File: config.mk
export PLATFORM = sky130hd
export DESIGN_NAME = posit_sign_restore
export DESIGN_NICKNAME = d
export VERILOG_FILES = /design/src/rtl/posit_sign_restore_pkg.sv /design/src/rtl/posit_chunk_neg.sv /design/src/rtl/posit_sign_restore.sv
export SDC_FILE = /design/constraint.sdc
export NUM_CORES = 1
export LEC_CHECK = 0
export BUFFER_PORTS_ARGS = -buffer_cell sky130_fd_sc_hd__buf_2
export CAP_MARGIN = 0
export CORE_AREA = 2 2 99 101
export CTS_BUF_LIST = sky130_fd_sc_hd__clkbuf_4
export DETAILED_ROUTE_END_ITERATION = 12
export DIE_AREA = 0 0 101 103
export SYNTH_ARGS = -nofsm -noshare
export SYNTH_HDL_FRONTEND = slang
export SYNTH_SLANG_ARGS = --single-unit
File: constraint.sdc
create_clock -name clk -period 3.1 [get_ports clk]
set_input_delay 0.31 -clock clk [delete_from_list [all_inputs] [get_ports clk]]
set_output_delay 0.31 -clock clk [all_outputs]
set_load 0.01 [all_outputs]
File: src/rtl/posit_sign_restore_pkg.sv
// Shared posit definitions: lane-mode encoding and chunk geometry for the
// 32-bit SIMD posit datapath (1x32, 2x16, 4x8 lanes).
package posit_sign_restore_pkg;

  localparam int WORD_W   = 32;
  localparam int CHUNK_W  = 8;
  localparam int N_CHUNKS = 4;

  // Mode 2'b11 also selects a single 32-bit lane; only bit 1 matters for it.
  typedef enum logic [1:0] {
    MODE_8  = 2'b00,
    MODE_16 = 2'b01,
    MODE_32 = 2'b10
  } mode_e;

  function automatic logic is_mode32(input logic [1:0] mode);
    return mode[1];
  endfunction

  function automatic logic is_mode8(input logic [1:0] mode);
    return mode == MODE_8;
  endfunction

endpackage

File: src/rtl/posit_chunk_neg.sv
// One 8-bit slice of the conditional two's complement: optional invert,
// then add the carry-in, exposing the carry-out for the next slice.
module posit_chunk_neg
  import posit_sign_restore_pkg::*;
(
  input  logic [CHUNK_W-1:0] mag,
  input  logic               inv,
  input  logic               cin,
  output logic [CHUNK_W-1:0] res,
  output logic               cout
);

  logic [CHUNK_W:0] sum;

  assign sum  = {1'b0, mag ^ {CHUNK_W{inv}}} + {{CHUNK_W{1'b0}}, cin};
  assign res  = sum[CHUNK_W-1:0];
  assign cout = sum[CHUNK_W];

endmodule

File: src/rtl/posit_sign_restore.sv
// Two-stage SIMD sign restoration: re-applies per-lane signs to rounded posit
// magnitudes. Optional NaR flags on out_nar when POSIT_SIGNR_NAR_EN is defined.
module posit_sign_restore
  import posit_sign_restore_pkg::*;
(
  input  logic                clk,
  input  logic                rst_n,
  input  logic                in_valid,
  output logic                in_ready,
  input  logic [1:0]          in_mode,
  input  logic [WORD_W-1:0]   in_mag,
  input  logic [N_CHUNKS-1:0] in_sign,
  output logic                out_valid,
  input  logic                out_ready,
  output logic [WORD_W-1:0]   out_data,
  output logic [1:0]          out_mode
`ifdef POSIT_SIGNR_NAR_EN
  ,
  output logic [N_CHUNKS-1:0] out_nar
`endif
);

  // ---------------- handshake ----------------
  logic s1_valid;
  logic s1_advance;
  logic in_fire;

  assign s1_advance = !out_valid || out_ready;
  assign in_ready   = !s1_valid || s1_advance;
  assign in_fire    = in_valid && in_ready;

  // ---------------- stage 1: sign steering, chunks 0-1 ----------------
  logic [N_CHUNKS-1:0] sgn;
  logic                c1;
  logic                co0;
  logic                co1;
  logic [15:0]         lo_res;
  logic [15:0]         hi_x;

  // NOTE: every always_comb output gets a default first so no path leaves it
  // unassigned; otherwise synthesis infers a latch.
  always_comb begin
    sgn = {N_CHUNKS{in_sign[0]}};
    if (is_mode8(in_mode)) begin
      sgn = in_sign;
    end else if (!is_mode32(in_mode)) begin
      sgn = {{2{in_sign[1]}}, {2{in_sign[0]}}};
    end
  end

  // Chunk 1 continues lane 0's carry chain unless it starts its own 8-bit lane.
  assign c1   = is_mode8(in_mode) ? sgn[1] : co0;
  assign hi_x = in_mag[31:16] ^ {{CHUNK_W{sgn[3]}}, {CHUNK_W{sgn[2]}}};

  posit_chunk_neg u_chunk0 (
    .mag (in_mag[7:0]),
    .inv (sgn[0]),
    .cin (sgn[0]),
    .res (lo_res[7:0]),
    .cout(co0)
  );

  posit_chunk_neg u_chunk1 (
    .mag (in_mag[15:8]),
    .inv (sgn[1]),
    .cin (c1),
    .res (lo_res[15:8]),
    .cout(co1)
  );

`ifdef POSIT_SIGNR_NAR_EN
  logic [N_CHUNKS-1:0] nar_in;
  logic [N_CHUNKS-1:0] s1_nar;

  always_comb begin
    nar_in = '0;
    if (is_mode32(in_mode)) begin
      nar_in[0] = (in_mag == 32'h8000_0000);
    end else if (!is_mode8(in_mode)) begin
      nar_in[0] = (in_mag[15:0]  == 16'h8000);
      nar_in[1] = (in_mag[31:16] == 16'h8000);
    end else begin
      for (int k = 0; k < N_CHUNKS; k++) begin
        nar_in[k] = (in_mag[k*CHUNK_W +: CHUNK_W] == 8'h80);
      end
    end
  end
`endif

  logic [15:0] s1_low;
  logic [15:0] s1_hi_x;
  logic [1:0]  s1_sgn_hi;
  logic        s1_co1;
  logic [1:0]  s1_mode;

  // NOTE: the data registers are reset as well as the valid bits: the output
  // word must read zero after reset, and this keeps both stages deterministic.
  always_ff @(posedge clk or negedge rst_n) begin
    if (!rst_n) begin
      s1_valid  <= 1'b0;
      s1_low    <= '0;
      s1_hi_x   <= '0;
      s1_sgn_hi <= '0;
      s1_co1    <= 1'b0;
      s1_mode   <= '0;
`ifdef POSIT_SIGNR_NAR_EN
      s1_nar    <= '0;
`endif
    end else begin
      // NOTE: state updates use non-blocking assignments so every register
      // samples pre-edge values regardless of statement order.
      if (in_ready) begin
        s1_valid <= in_valid;
      end
      if (in_fire) begin
        s1_low    <= lo_res;
        s1_hi_x   <= hi_x;
        s1_sgn_hi <= sgn[3:2];
        s1_co1    <= co1;
        s1_mode   <= in_mode;
`ifdef POSIT_SIGNR_NAR_EN
        s1_nar    <= nar_in;
`endif
      end
    end
  end

  // ---------------- stage 2: chunks 2-3 ----------------
  // Upper chunks were already inverted in stage 1; only the carry add remains.
  logic        c2;
  logic        c3;
  logic        co2;
  logic        co3_unused;
  logic [15:0] hi_res;

  assign c2 = is_mode32(s1_mode) ? s1_co1       : s1_sgn_hi[0];
  assign c3 = is_mode8(s1_mode)  ? s1_sgn_hi[1] : co2;

  posit_chunk_neg u_chunk2 (
    .mag (s1_hi_x[7:0]),
    .inv (1'b0),
    .cin (c2),
    .res (hi_res[7:0]),
    .cout(co2)
  );

  posit_chunk_neg u_chunk3 (
    .mag (s1_hi_x[15:8]),
    .inv (1'b0),
    .cin (c3),
    .res (hi_res[15:8]),
    .cout(co3_unused)
  );

  always_ff @(posedge clk or negedge rst_n) begin
    if (!rst_n) begin
      out_valid <= 1'b0;
      out_data  <= '0;
      out_mode  <= '0;
`ifdef POSIT_SIGNR_NAR_EN
      out_nar   <= '0;
`endif
    end else if (s1_advance) begin
      out_valid <= s1_valid;
      // Load only real words so a bubble never disturbs the held output.
      if (s1_valid) begin
        out_data <= {hi_res, s1_low};
        out_mode <= s1_mode;
`ifdef POSIT_SIGNR_NAR_EN
        out_nar  <= s1_nar;
`endif
      end
    end
  end

endmodule

# After elaboration in Yosys (flattened, before gate mapping)
# Cells that the tools add are included.
[op_classes] n_addsub=4 n_mux=5 bitwise=3 n_reduce_logical=8
[ops] operator="$add 8x1->9" count=3
[ops] operator="$xor 16x16->16" count=1
[ops] operator="$xor 8x8->8" count=2
[ops] operator="$add 8x1->8" count=1
[ops] operator="$mux 4" count=2
[ops] operator="$logic_not 2->1" count=2
[ops] operator="$mux 1" count=3
[ops] operator="$logic_not 1->1" count=2
[ops] operator="$logic_or 1x1->1" count=2
[ops] operator="$reduce_and 2->1" count=1
[ops] operator="$logic_and 1x1->1" count=1
[totals] out_inout_bits=36 word_cells=29 in_bits=42 register_bits=73

# Depth between registers and ports, before layout
# Gate-level depths: netlist of the first run.
[depth] ltp_word=6 ltp_mapped=12 mapped_depth_nobuf=11

# Hierarchy
# Synthesis of the first run repeated with hierarchy kept, for this count alone.
[hier_totals] cells_unflattened=463 hier_area_um2=4678.2
[by_module_without_submodules] mod="posit_sign_restore" seq_area_each_um2=1826.8 n_inst=1 cells_each=311 area_each_um2=3617.2
[by_module_without_submodules] mod="posit_chunk_neg" seq_area_each_um2=0.0 n_inst=4 cells_each=38 area_each_um2=265.3

# Worst setup path after synthesis of the first run
# Ideal clock, no wire load.
[synth_timing] kind="input port to flip-flop" from="input in_sign[0]" to="register s1_low[13]" stages=12 setup_slack_ps=439 path_buffers=2 setup_time_ps=130 required_ps=2970 arrival_ps=2531 cell_sequence="clkbuf_8 -> clkbuf_1 -> xor2_1 -> ha_1 -> nand2_1 -> o21ai_0 -> ha_1 -> nor4b_1 -> a21oi_1 -> a2bb2oi_1 -> xnor2_1 -> o21ai_1"
[synth_between] elab_chain_len=6 word_cells_on_any_way=7 cone_classes="2 x add/sub; 3 x mux; 2 x bitwise"
[synth_rtl] element="from (decl)" line_no="posit_sign_restore.sv:12" source="input logic [N_CHUNKS-1:0] in_sign,"
[synth_rtl] element="$mux 4" line_no="posit_sign_restore.sv:46" source="end else if (!is_mode32(in_mode)) begin"
[synth_rtl] element="$mux 4 (*)" line_no="posit_sign_restore.sv:44" source="if (is_mode8(in_mode)) begin"
[synth_rtl] element="$xor 8x8->8" line_no="posit_chunk_neg.sv:15" source="assign sum = {1'b0, mag ^ {CHUNK_W{inv}}} + {{CHUNK_W{1'b0}}, cin};"
[synth_rtl] element="$add 8x1->9" line_no="posit_chunk_neg.sv:15"
[synth_rtl] element="$mux 1" line_no="posit_sign_restore.sv:52" source="assign c1 = is_mode8(in_mode) ? sgn[1] : co0;"
[synth_rtl] element="$add 8x1->9 (*)" line_no="posit_chunk_neg.sv:15"
[synth_rtl] element="to (signal assigned)" line_no="posit_sign_restore.sv:116" source="s1_low <= lo_res;"
[synth_rtl] element="to (decl)" line_no="posit_sign_restore.sv:90" source="logic [15:0] s1_low;"
# Every way passes the cells marked *; elsewhere a longest branch is shown, timed or not.
# A chain may end at the register's enable or synchronous reset.

# Worst setup path after layout of the first run
[layout_timing] from="register s1_mode[1]" to="register out_data[28]"
[layout_between] elab_chain_len=4 word_cells_on_any_way=5 cone_classes="2 x add/sub; 2 x mux; 1 x reduce/logical"
[layout_rtl] element="from (decl)" line_no="posit_sign_restore.sv:94" source="logic [1:0] s1_mode;"
[layout_rtl] element="from (signal assigned)" line_no="posit_sign_restore.sv:120" source="s1_mode <= in_mode;"
[layout_rtl] element="$mux 1" line_no="posit_sign_restore.sv:136" source="assign c2 = is_mode32(s1_mode) ? s1_co1 : s1_sgn_hi[0];"
[layout_rtl] element="$add 8x1->9" line_no="posit_chunk_neg.sv:15"
[layout_rtl] element="$mux 1 (*)" line_no="posit_sign_restore.sv:137" source="assign c3 = is_mode8(s1_mode) ? s1_sgn_hi[1] : co2;"
[layout_rtl] element="$add 8x1->8 (*)" line_no="posit_chunk_neg.sv:15"
[layout_rtl] element="to (signal assigned)" line_no="posit_sign_restore.sv:167" source="out_data <= {hi_res, s1_low};"
[layout_rtl] element="to (decl)" line_no="posit_sign_restore.sv:15" source="output logic [WORD_W-1:0] out_data,"
# Marks and branches as above.

==> impl_metrics.tcl, run 1 <==
set metrics [dict create \
    final_common_cell "buf_2" \
    drive_above_1_share 0.3254 \
    drv_slew 0 \
    first_global_vias 2584 \
    clk_path_buf_depth 2 \
    required_ns 3.39 \
    seq_area_mm2 0.001827 \
    crit_family "adder cells" \
    syn_to_final_growth_pct 17.99 \
    hold_class "in2async" \
    slew_headroom 0.3874 \
    routedWlPerCell_um 13.94 \
    synthFlopType "dfrtp_1" \
    cp_common_cell "ha_1" \
    dr.first_iter.drc_count 33 \
    end_kind "flop" \
    max_stage_delay_ns 0.46 \
    dp_hpwl_mm 5.223 \
    antenna_found_initial 0 \
    max-vdd-ir-drop_mv 0.2582 \
    n_fill_cell 952 \
    postSynthCellCount 340 \
    hold_buffers 0 \
    clk_pin_slew_worst_paths_ns 0.12 \
    vias 2639 \
    nets 467 \
    numCtsBuffers 9 \
    cp_cell_sequence "mux2_2 -> ha_1 -> ha_1 -> and3_1 -> o2111ai_1 -> o31ai_1 -> ha_1 -> ha_1 -> nand3_1 -> xor2_1 -> o21ai_0" \
    drv_cap 0 \
    io_buffer_count 77 \
    start_kind "flop" \
    crit_path_top_delay_cell "dfrtp_1" \
    cp_max_fo 5 \
    crit_buf_inv 0 \
    grt_max_degree 74 \
    hold_violations 0 \
    die_h_um 103 \
    clock_sinks 73 \
    syn-num-nets 390 \
    postRouteWirelength_mm 7.458 \
    finalSetupTns_ns 0 \
    antenna_cells 0 \
    cts_setup_buffers 0 \
    multi_input_comb_area_mm2 0.001739 \
    fmax_mhz 387.1 \
    ys_types 42 \
    core-area_mm2 0.009459 \
    path_class "reg2reg" \
    cts_tree "done" \
    root_buffer "clkbuf_4" \
    drcViolationCount 0 \
    outcome "complete, no violations" \
    first_pass_iters 6 \
    critPathArrivalTime_ns 2.87 \
    cts.repair.resized 0 \
    postRouteAntennaNets 0 \
    grt_overflow 0 \
    syn_area_per_cell_um2 10.78 \
    period_share 0.8333 \
    ys_seq_area_frac 0.4985 \
    mostFrequentLayoutCells "buf_2, dfrtp_1, nand2_1" \
    htreeDepth 3 \
    place.gp.congestion 0.7858 \
    fin_skew_ns 0.01689 \
    p_per_area_mw_per_mm2 622.7 \
    viasPerCell 4.933 \
    grt.total_usage 0.1516 \
    io_pins 78 \
    post-route-min-period_ns 2.583 \
    setup_viol 0 \
    synth_edf_count 0 \
    rsz0062_at_grt "no" \
    p_leak_nw 1.959 \
    fp.dieW_um 101 \
    start_util 0.3874 \
    grt_pass1_wl_mm 12.25 \
    fin_area_mm2 0.004324 \
    synthesis.area_mm2 0.003665 \
    placementRows 36 \
    tightest_slew_ns 0.9189 \
    ys_seq_elements 73 \
    die_area_mm2 0.01040 \
    clk_latency_ns 0.42 \
    dpl-instance-area_mm2 0.004149 \
    synth_warnings 0 \
    async_flop_share 1.000 \
]
## cell families after synthesis
| kind of cell | count (synthesis) | share of synthesized area |
|---|---|---|
| DFF | 73 | 0.4985 |
| buffers and inverters | 20 | 0.02833 |
| AOI/OAI and AO/OA | 71 | 0.1216 |
| xor gates and xnor gates | 47 | 0.1123 |
| adders and majority gates | 8 | 0.02731 |
| muxes | 31 | 0.09491 |
| and+or+nand+nor | 90 | 0.1171 |
## state kept, by name (all words and copies together), names as in the netlist
register   flops
s1_valid       1
s1_co1         1
s1_hi_x       16
out_data      32
s1_low        16
out_valid      1
s1_sgn_hi      2
out_mode       2
s1_mode        2
## Yosys cell counts, types with 5 or more instances
| master | count | area [µm²] |
|---|---|---|
| nor2_1 | 5 | 18.77 |
| ha_1 | 8 | 100.1 |
| and3_1 | 6 | 37.54 |
| mux2_2 | 30 | 337.8 |
| xnor2_1 | 36 | 315.3 |
| nand2_1 | 52 | 195.2 |
| dfrtp_1 | 73 | 1827 |
| a21oi_1 | 9 | 45.04 |
| clkbuf_1 | 12 | 45.04 |
| o21ai_0 | 42 | 210.2 |
| xor2_1 | 11 | 96.34 |
| nand3_1 | 8 | 40.04 |
| nand2b_1 | 7 | 43.79 |
## layout make-up
type / count / share of cell area
clock buffers: 9 / 0.01562
clock inverters: 6 / 0.02488
inverters: 4 / 0.003472
multi-input cells: 247 / 0.4022
flip-flops and latches: 73 / 0.4225
well taps: 114 / 0.03299
repair buffers: 82 / 0.09838
## worst reg2reg max path: cells and delay by family, from the launching register on
kind	cells	cell delay [ns]
AO/OA/AOI/OAI	3	0.31
multiplexers	1	0.37
flip-flops	1	0.46
XOR/XNOR	1	0.13
AND/OR/NAND/NOR	2	0.33
adder cells (fa/ha/maj)	4	0.86
## routing by layer
metal  vias up  global-route usage  routed length (µm)
met5         -                   0                   0
met4         0             0.05405                 101
met3         9             0.04203                 359
met2        50              0.2564                3554
met1      1254              0.1872                3443
li1       1326                   -                   -
## final timing paths
| check | startpoint | to | slack [ns] | cells past startpoint |
|---|---|---|---|---|
| max reg2reg | s1_mode[1] | out_data[28] | 0.52 | 11 |
| max in group asynchronous | rst_n | s1_low[11] | 2.48 | 1 |
| max | s1_mode[1] | out_data[28] | 0.52 | 11 |
| min reg2reg | out_data[31] | out_data[31] | 0.48 | 2 |
| min | rst_n | out_data[28] | 0.007 | 1 |
| min in group clk | in_valid | s1_valid | 0.11 | 2 |
## stage by stage
step | std cells | util | hold slack (ns) | power [mW] | setup WS [ns]
finish | 535 | 0.4571 | 0.007368 | 2.693 | 0.5168
CTS | 535 | 0.4571 | 0.03243 | 2.738 | 0.4746
floorplan | 340 | - | 0.01441 | 1.711 | 0.4390
global route | 535 | 0.4571 | 0.07811 | 2.874 | 0.2902
detailed placement | 520 | 0.4386 | 0.4640 | 1.993 | 0.2254
global placement | 520 | 0.4386 | 0.4565 | 1.971 | 0.3063
## power breakdown
| part | switching (mW) | internal (mW) |
|---|---|---|
| Combinational | 0.335 | 0.326 |
| Clock | 0.335 | 0.402 |
| Sequential | 0.125 | 1.17 |
| Total | 0.795 | 1.90 |
Note: power is estimated with default switching activity, not from simulation.
==> run 2, diff against run 1 <==
==> constraint.sdc (replaced) <==
create_clock -name clk -period 2.2 [get_ports clk]
set_input_delay 0.22 -clock clk [delete_from_list [all_inputs] [get_ports clk]]
set_output_delay 0.22 -clock clk [all_outputs]
set_load 0.01 [all_outputs]
==> impl_metrics.tcl, run 2 (synthesized netlist as in run 1, its figures left out) <==
set metrics [dict create \
    nets 487 \
    setup_viol 0 \
    clock_sinks 73 \
    hold_violations 0 \
    routedWlPerCell_um 13.61 \
    first_global_vias 2651 \
    placementRows 36 \
    post-route-min-period_ns 2.190 \
    max-vdd-ir-drop_mv 0.2971 \
    clk_pin_slew_worst_paths_ns 0.14 \
    slew_headroom 0.5438 \
    outcome "complete, no violations" \
    fmax_mhz 456.7 \
    clockPowerShare 0.240 \
    cts_setup_buffers 0 \
    root_buffer "clkbuf_4" \
    die_area_mm2 0.01040 \
    first_pass_iters 4 \
    reg.largest.list "out_data x32, s1_hi_x x16, s1_low x16" \
    critPathArrivalTime_ns 2.50 \
    fin_skew_ns 0.01365 \
    die_h_um 103 \
    drcViolationCount 0 \
    htreeDepth 3 \
    largest-register "out_data" \
    drive_above_1_share 0.3846 \
    antenna_found_initial 0 \
    multi_input_comb_area_mm2 0.001842 \
    grt_overflow 0 \
    switchingPower_mw 1.209 \
    path_class "reg2reg" \
    p_per_area_mw_per_mm2 814.0 \
    antenna_cells 0 \
    cp_max_fo 3 \
    period_share 0.9952 \
    core-area_mm2 0.009459 \
    largest_reg_flops 32 \
    final_util 0.4825 \
    tightest_slew_ns 0.6842 \
    dr.first_iter.drc_count 38 \
    fp.dieW_um 101 \
    end_kind "flop" \
    cts_tree "done" \
    start_util 0.3874 \
    clk_path_buf_depth 2 \
    start_kind "flop" \
    numCtsBuffers 9 \
    dp_hpwl_mm 5.492 \
    p_leak_nw 2.044 \
    seq_area_mm2 0.001827 \
    grt.total_usage 0.1539 \
    total_power_mw 3.716 \
    seqPwrFrac 0.494 \
    syn_to_final_growth_pct 24.55 \
    power_frac_comb 0.266 \
    required_ns 2.51 \
    postRouteAntennaNets 0 \
    drv_slew 0 \
    viasPerCell 4.899 \
    clk_latency_ns 0.43 \
    n_fill_cell 882 \
    io_pins 78 \
    final_common_cell "buf_2" \
    switching_share 0.3254 \
    place.gp.congestion 0.7797 \
    postRouteWirelength_mm 7.568 \
    grt_max_degree 44 \
    rsz0062_at_grt "yes" \
    hold_class "in2reg" \
    drv_cap 0 \
    vias 2724 \
    mostFrequentLayoutCells "buf_2, dfrtp_1, nand2_1" \
    grt_pass1_wl_mm 12.54 \
    io_buffer_count 77 \
    power.internal_mw 2.507 \
]
## run 2: cell count changes in the layout (fill, tap and decap cells not counted), moves of 3 or more
| cell | before | now |
|---|---|---|
| o21ai_1 | 4 | 8 |
| nand3_1 | 8 | 5 |
| o21ai_0 | 42 | 38 |
| nand3_2 | 0 | 3 |
| ha_4 | 0 | 3 |
| buf_4 | 6 | 23 |
| ha_1 | 8 | 3 |
## run 2: power groups by stage
| stage | clock network, mW | registers [mW] | logic [mW] |
|---|---|---|---|
| CTS | 0.929 | 1.84 | 1.01 |
| floorplan | 0 | 1.93 | 0.494 |
| global route | 0.970 | 1.88 | 1.11 |
| finish | 0.892 | 1.84 | 0.988 |
| detailed placement | 0 | 1.86 | 0.986 |
| global placement | 0 | 1.85 | 0.968 |
## run 2: path summary, 6_finish.rpt
check                                   from           end  slack [ns]  depth (start not counted)
worst max-delay path              s1_mode[1]  out_data[31]        0.01                         11
worst min-delay path              in_mag[28]   s1_hi_x[12]        0.06                          3
worst max register to register    s1_mode[1]  out_data[31]        0.01                         11
worst min register to register  out_data[22]  out_data[22]        0.49                          2
max in group asynchronous              rst_n  out_data[11]        1.37                          3
min in group asynchronous              rst_n  out_data[27]        0.25                          2
## run 2: repair_timing
action / 4_1_cts / 5_1_grt
pin swaps: 3 / 4
hold buffers: 2 / 0
endpoints found under the setup margin: 5 / 6
gates resized for setup: 10 / 3
hold endpoints to repair: 31 / 0
## run 2: critical path, cell delays in order (launching register included)
cell       delay, ns
dfrtp_1         0.41
mux2_4          0.32
ha_4            0.17
ha_4            0.15
and3_4          0.18
o2111ai_2       0.06
o31ai_2         0.10
ha_2            0.22
and3_4          0.19
nand3_2         0.07
xor2_1          0.14
o21ai_1         0.06
## run 2: per-layer routing
layer	global-route usage	up-vias	share of wire
met1	0.2005	1290	0.46
met3	0.02915	13	0.040
met4	0.06653	0	0.020
met5	0	-	0
li1	-	1367	-
met2	0.2523	54	0.48
## run 2: final cells by class
type / count / area share
inverter: 4 / 0.003289
timing repair buffer: 102 / 0.1299
sequential: 73 / 0.4002
tap: 114 / 0.03125
clock inverter: 7 / 0.01700
clock buffer: 9 / 0.01480
multi-input combinational: 247 / 0.4035
## run 2: stage by stage
stage / worst slack (ns) / instance area [µm²] / cells / TNS [ns] / hold slack [ns]
2_1_floorplan: -0.001572 / 3702 / 340 / -0.001572 / -0.07559
3_3_place_gp: -0.1356 / 4330 / 538 / -0.4990 / 0.1894
3_5_place_dp: -0.1906 / 4330 / 538 / -0.6922 / 0.1911
4_1_cts: -0.006158 / 4547 / 556 / -0.006158 / 0.03119
5_1_grt: -0.08958 / 4564 / 556 / -0.2948 / 0.05049
6_report: 0.01050 / 4564 / 556 / 0 / 0.06197
==> run 3, diff against run 2 <==
--- a/config.mk
+++ b/config.mk
@@ -11,6 +11,7 @@
 export CTS_BUF_LIST = sky130_fd_sc_hd__clkbuf_4
 export DETAILED_ROUTE_END_ITERATION = 12
 export DIE_AREA = 0 0 101 103
+export GPL_TIMING_DRIVEN = 0
 export SYNTH_ARGS = -nofsm -noshare
 export SYNTH_HDL_FRONTEND = slang
 export SYNTH_SLANG_ARGS = --single-unit
==> constraint.sdc (replaced) <==
create_clock -name clk -period 1.9 [get_ports clk]
set_input_delay 0.19 -clock clk [delete_from_list [all_inputs] [get_ports clk]]
set_output_delay 0.19 -clock clk [all_outputs]
set_load 0.01 [all_outputs]
==> impl_metrics.tcl, run 3 (synthesized netlist as in run 1, its figures left out) <==
set metrics [dict create \
    power.internal_mw 2.794 \
    die_area_mm2 0.01040 \
    dp_hpwl_mm 5.833 \
    postRouteAntennaNets 0 \
    grt.total_usage 0.1623 \
    largest-register "out_data" \
    slew_headroom 0.5357 \
    core-area_mm2 0.009459 \
    hold_violations 0 \
    syn_to_final_growth_pct 27.72 \
    grt_max_degree 42 \
    end_kind "flop" \
    total_power_mw 4.184 \
    start_kind "flop" \
    grt_overflow 0 \
    root_buffer "clkbuf_4" \
    mostFrequentLayoutCells "buf_2, dfrtp_1, nand2_1" \
    m1WireLength_mm 3.784 \
    seq_area_mm2 0.001828 \
    placementRows 36 \
    cp_common_cell "ha_4" \
    met2WireLength_mm 3.828 \
    viasPerCell 4.959 \
    clockPowerShare 0.202 \
    largest_reg_flops 32 \
    wl_met3_um 337 \
    place.gp.congestion 0.7700 \
    antenna_cells 0 \
    reg.largest.list "out_data x32, s1_hi_x x16, s1_low x16" \
    tightest_slew_ns 0.6964 \
    preCtsSetupSlack_ns -0.4868 \
    max-vdd-ir-drop_mv 0.3812 \
    p_per_area_mw_per_mm2 893.8 \
    n_fill_cell 914 \
    clock_sinks 73 \
    multi_input_comb_area_mm2 0.001964 \
    path_class "reg2reg" \
    drv_slew 0 \
    fp.dieW_um 101 \
    crit_path_top_delay_cell "dfrtp_2" \
    rsz0062_at_grt "yes" \
    switching_share 0.3322 \
    setup_viol 8 \
    cp_cell_sequence "mux2_4 -> ha_4 -> ha_4 -> and3_4 -> o2111ai_4 -> o31ai_4 -> ha_4 -> and3_4 -> nand3_2 -> xor2_1 -> o21ai_1" \
    p_leak_nw 2.047 \
    die_h_um 103 \
    routedWlPerCell_um 14.47 \
    numCtsBuffers 9 \
    final.setup.worst_slack_ns -0.3042 \
    cp_max_fo 3 \
    outcome "finished, violations left" \
    fin_hold_ws_ns 0.04055 \
    drcViolationCount 0 \
    clk_path_buf_depth 2 \
    failed_checks "negative setup slack" \
    nets 490 \
    drive_above_1_share 0.3964 \
    finalSetupTns_ns -1.926 \
    critPathArrivalTime_ns 2.52 \
    antenna_found_initial 0 \
    grt_pass1_wl_mm 12.87 \
    cts_tree "done" \
    power_frac_comb 0.288 \
    clk_pin_slew_worst_paths_ns 0.13 \
    required_ns 2.22 \
    period_share 1.160 \
    seqPwrFrac 0.510 \
    top_layer_used "met4" \
    dr.first_iter.drc_count 69 \
    htreeDepth 3 \
    start_util 0.3874 \
    clk_latency_ns 0.43 \
    drv_cap 0 \
    io_buffer_count 76 \
    hold_class "in2reg" \
    first_pass_iters 5 \
    switchingPower_mw 1.390 \
    max_stage_delay_ns 0.44 \
    fmax_mhz 453.7 \
    io_pins 78 \
    first_global_vias 2584 \
    vias 2767 \
    fin_skew_ns 0.01777 \
    post-route-min-period_ns 2.204 \
    postRouteWirelength_mm 8.073 \
]
==> run 3: cell count changes in the layout (fill, tap and decap cells not counted), sizes merged <==
cell,before,now
buf,100,91
clkinvlp,1,2
inv,6,4
clkbuf,9,22
bufinv,1,0
==> run 3: final timing paths <==
path	startpoint	endpoint	slack [ns]	cells past startpoint
max in group asynchronous	rst_n	s1_mode[1]	1.09	3
min in group asynchronous	rst_n	out_data[26]	0.23	2
worst max-delay path	s1_mode[1]	out_data[31]	-0.30	11
worst max register to register	s1_mode[1]	out_data[31]	-0.30	11
worst min-delay path	in_mag[27]	s1_hi_x[11]	0.04	3
worst min register to register	out_data[18]	out_data[18]	0.48	2
==> run 3: final cells by class <==
cell class / count / share of cell area
multi-input combinational: 247 / 0.4197
clock inverter: 5 / 0.007217
timing repair buffer: 90 / 0.1128
sequential: 73 / 0.3905
buffer: 15 / 0.02005
inverter: 4 / 0.003208
tap: 114 / 0.03047
clock buffer: 10 / 0.01604
==> run 3: metal layers <==
layer,up-vias,track usage
met3,11,0.03864
met1,1323,0.2227
met2,58,0.2533
met4,0,0.05613
met5,-,0
li1,1375,-
==> run 3: power groups by stage <==
| stage | registers (mW) | logic [mW] | clock network [mW] |
|---|---|---|---|
| global route | 2.18 | 1.34 | 0.944 |
| finish | 2.13 | 1.21 | 0.845 |
| CTS | 2.13 | 1.19 | 0.869 |
| global placement | 2.15 | 1.13 | 0 |
| floorplan | 2.24 | 0.598 | 0 |
| detailed placement | 2.17 | 1.16 | 0 |
==> run 3: what timing repair did <==
action	CTS	global route
endpoints found under the setup margin	31	37
setup buffers	3	8
endpoints found under the hold margin	33	0
pin swaps	5	11
resized for setup	8	25
hold buffers	2	0
==> run 3: per-stage QoR <==
stage | util | instance area (µm²) | std cells
after global placement | 0.4557 | 4310 | 530
after floorplan | - | 3787 | 340
after detailed placement | 0.4581 | 4333 | 531
after CTS | 0.4774 | 4516 | 551
final | 0.4948 | 4681 | 558
after global routing | 0.4948 | 4681 | 558
==> run 3: critical path: cells and delay by family, from the launching register on <==
family	cells	cell delay, ns
flip-flops	1	0.44
AO/OA/AOI/OAI	3	0.25
XOR/XNOR	1	0.15
multiplexers	1	0.32
adder cells (fa/ha/maj)	3	0.51
AND/OR/NAND/NOR	3	0.44
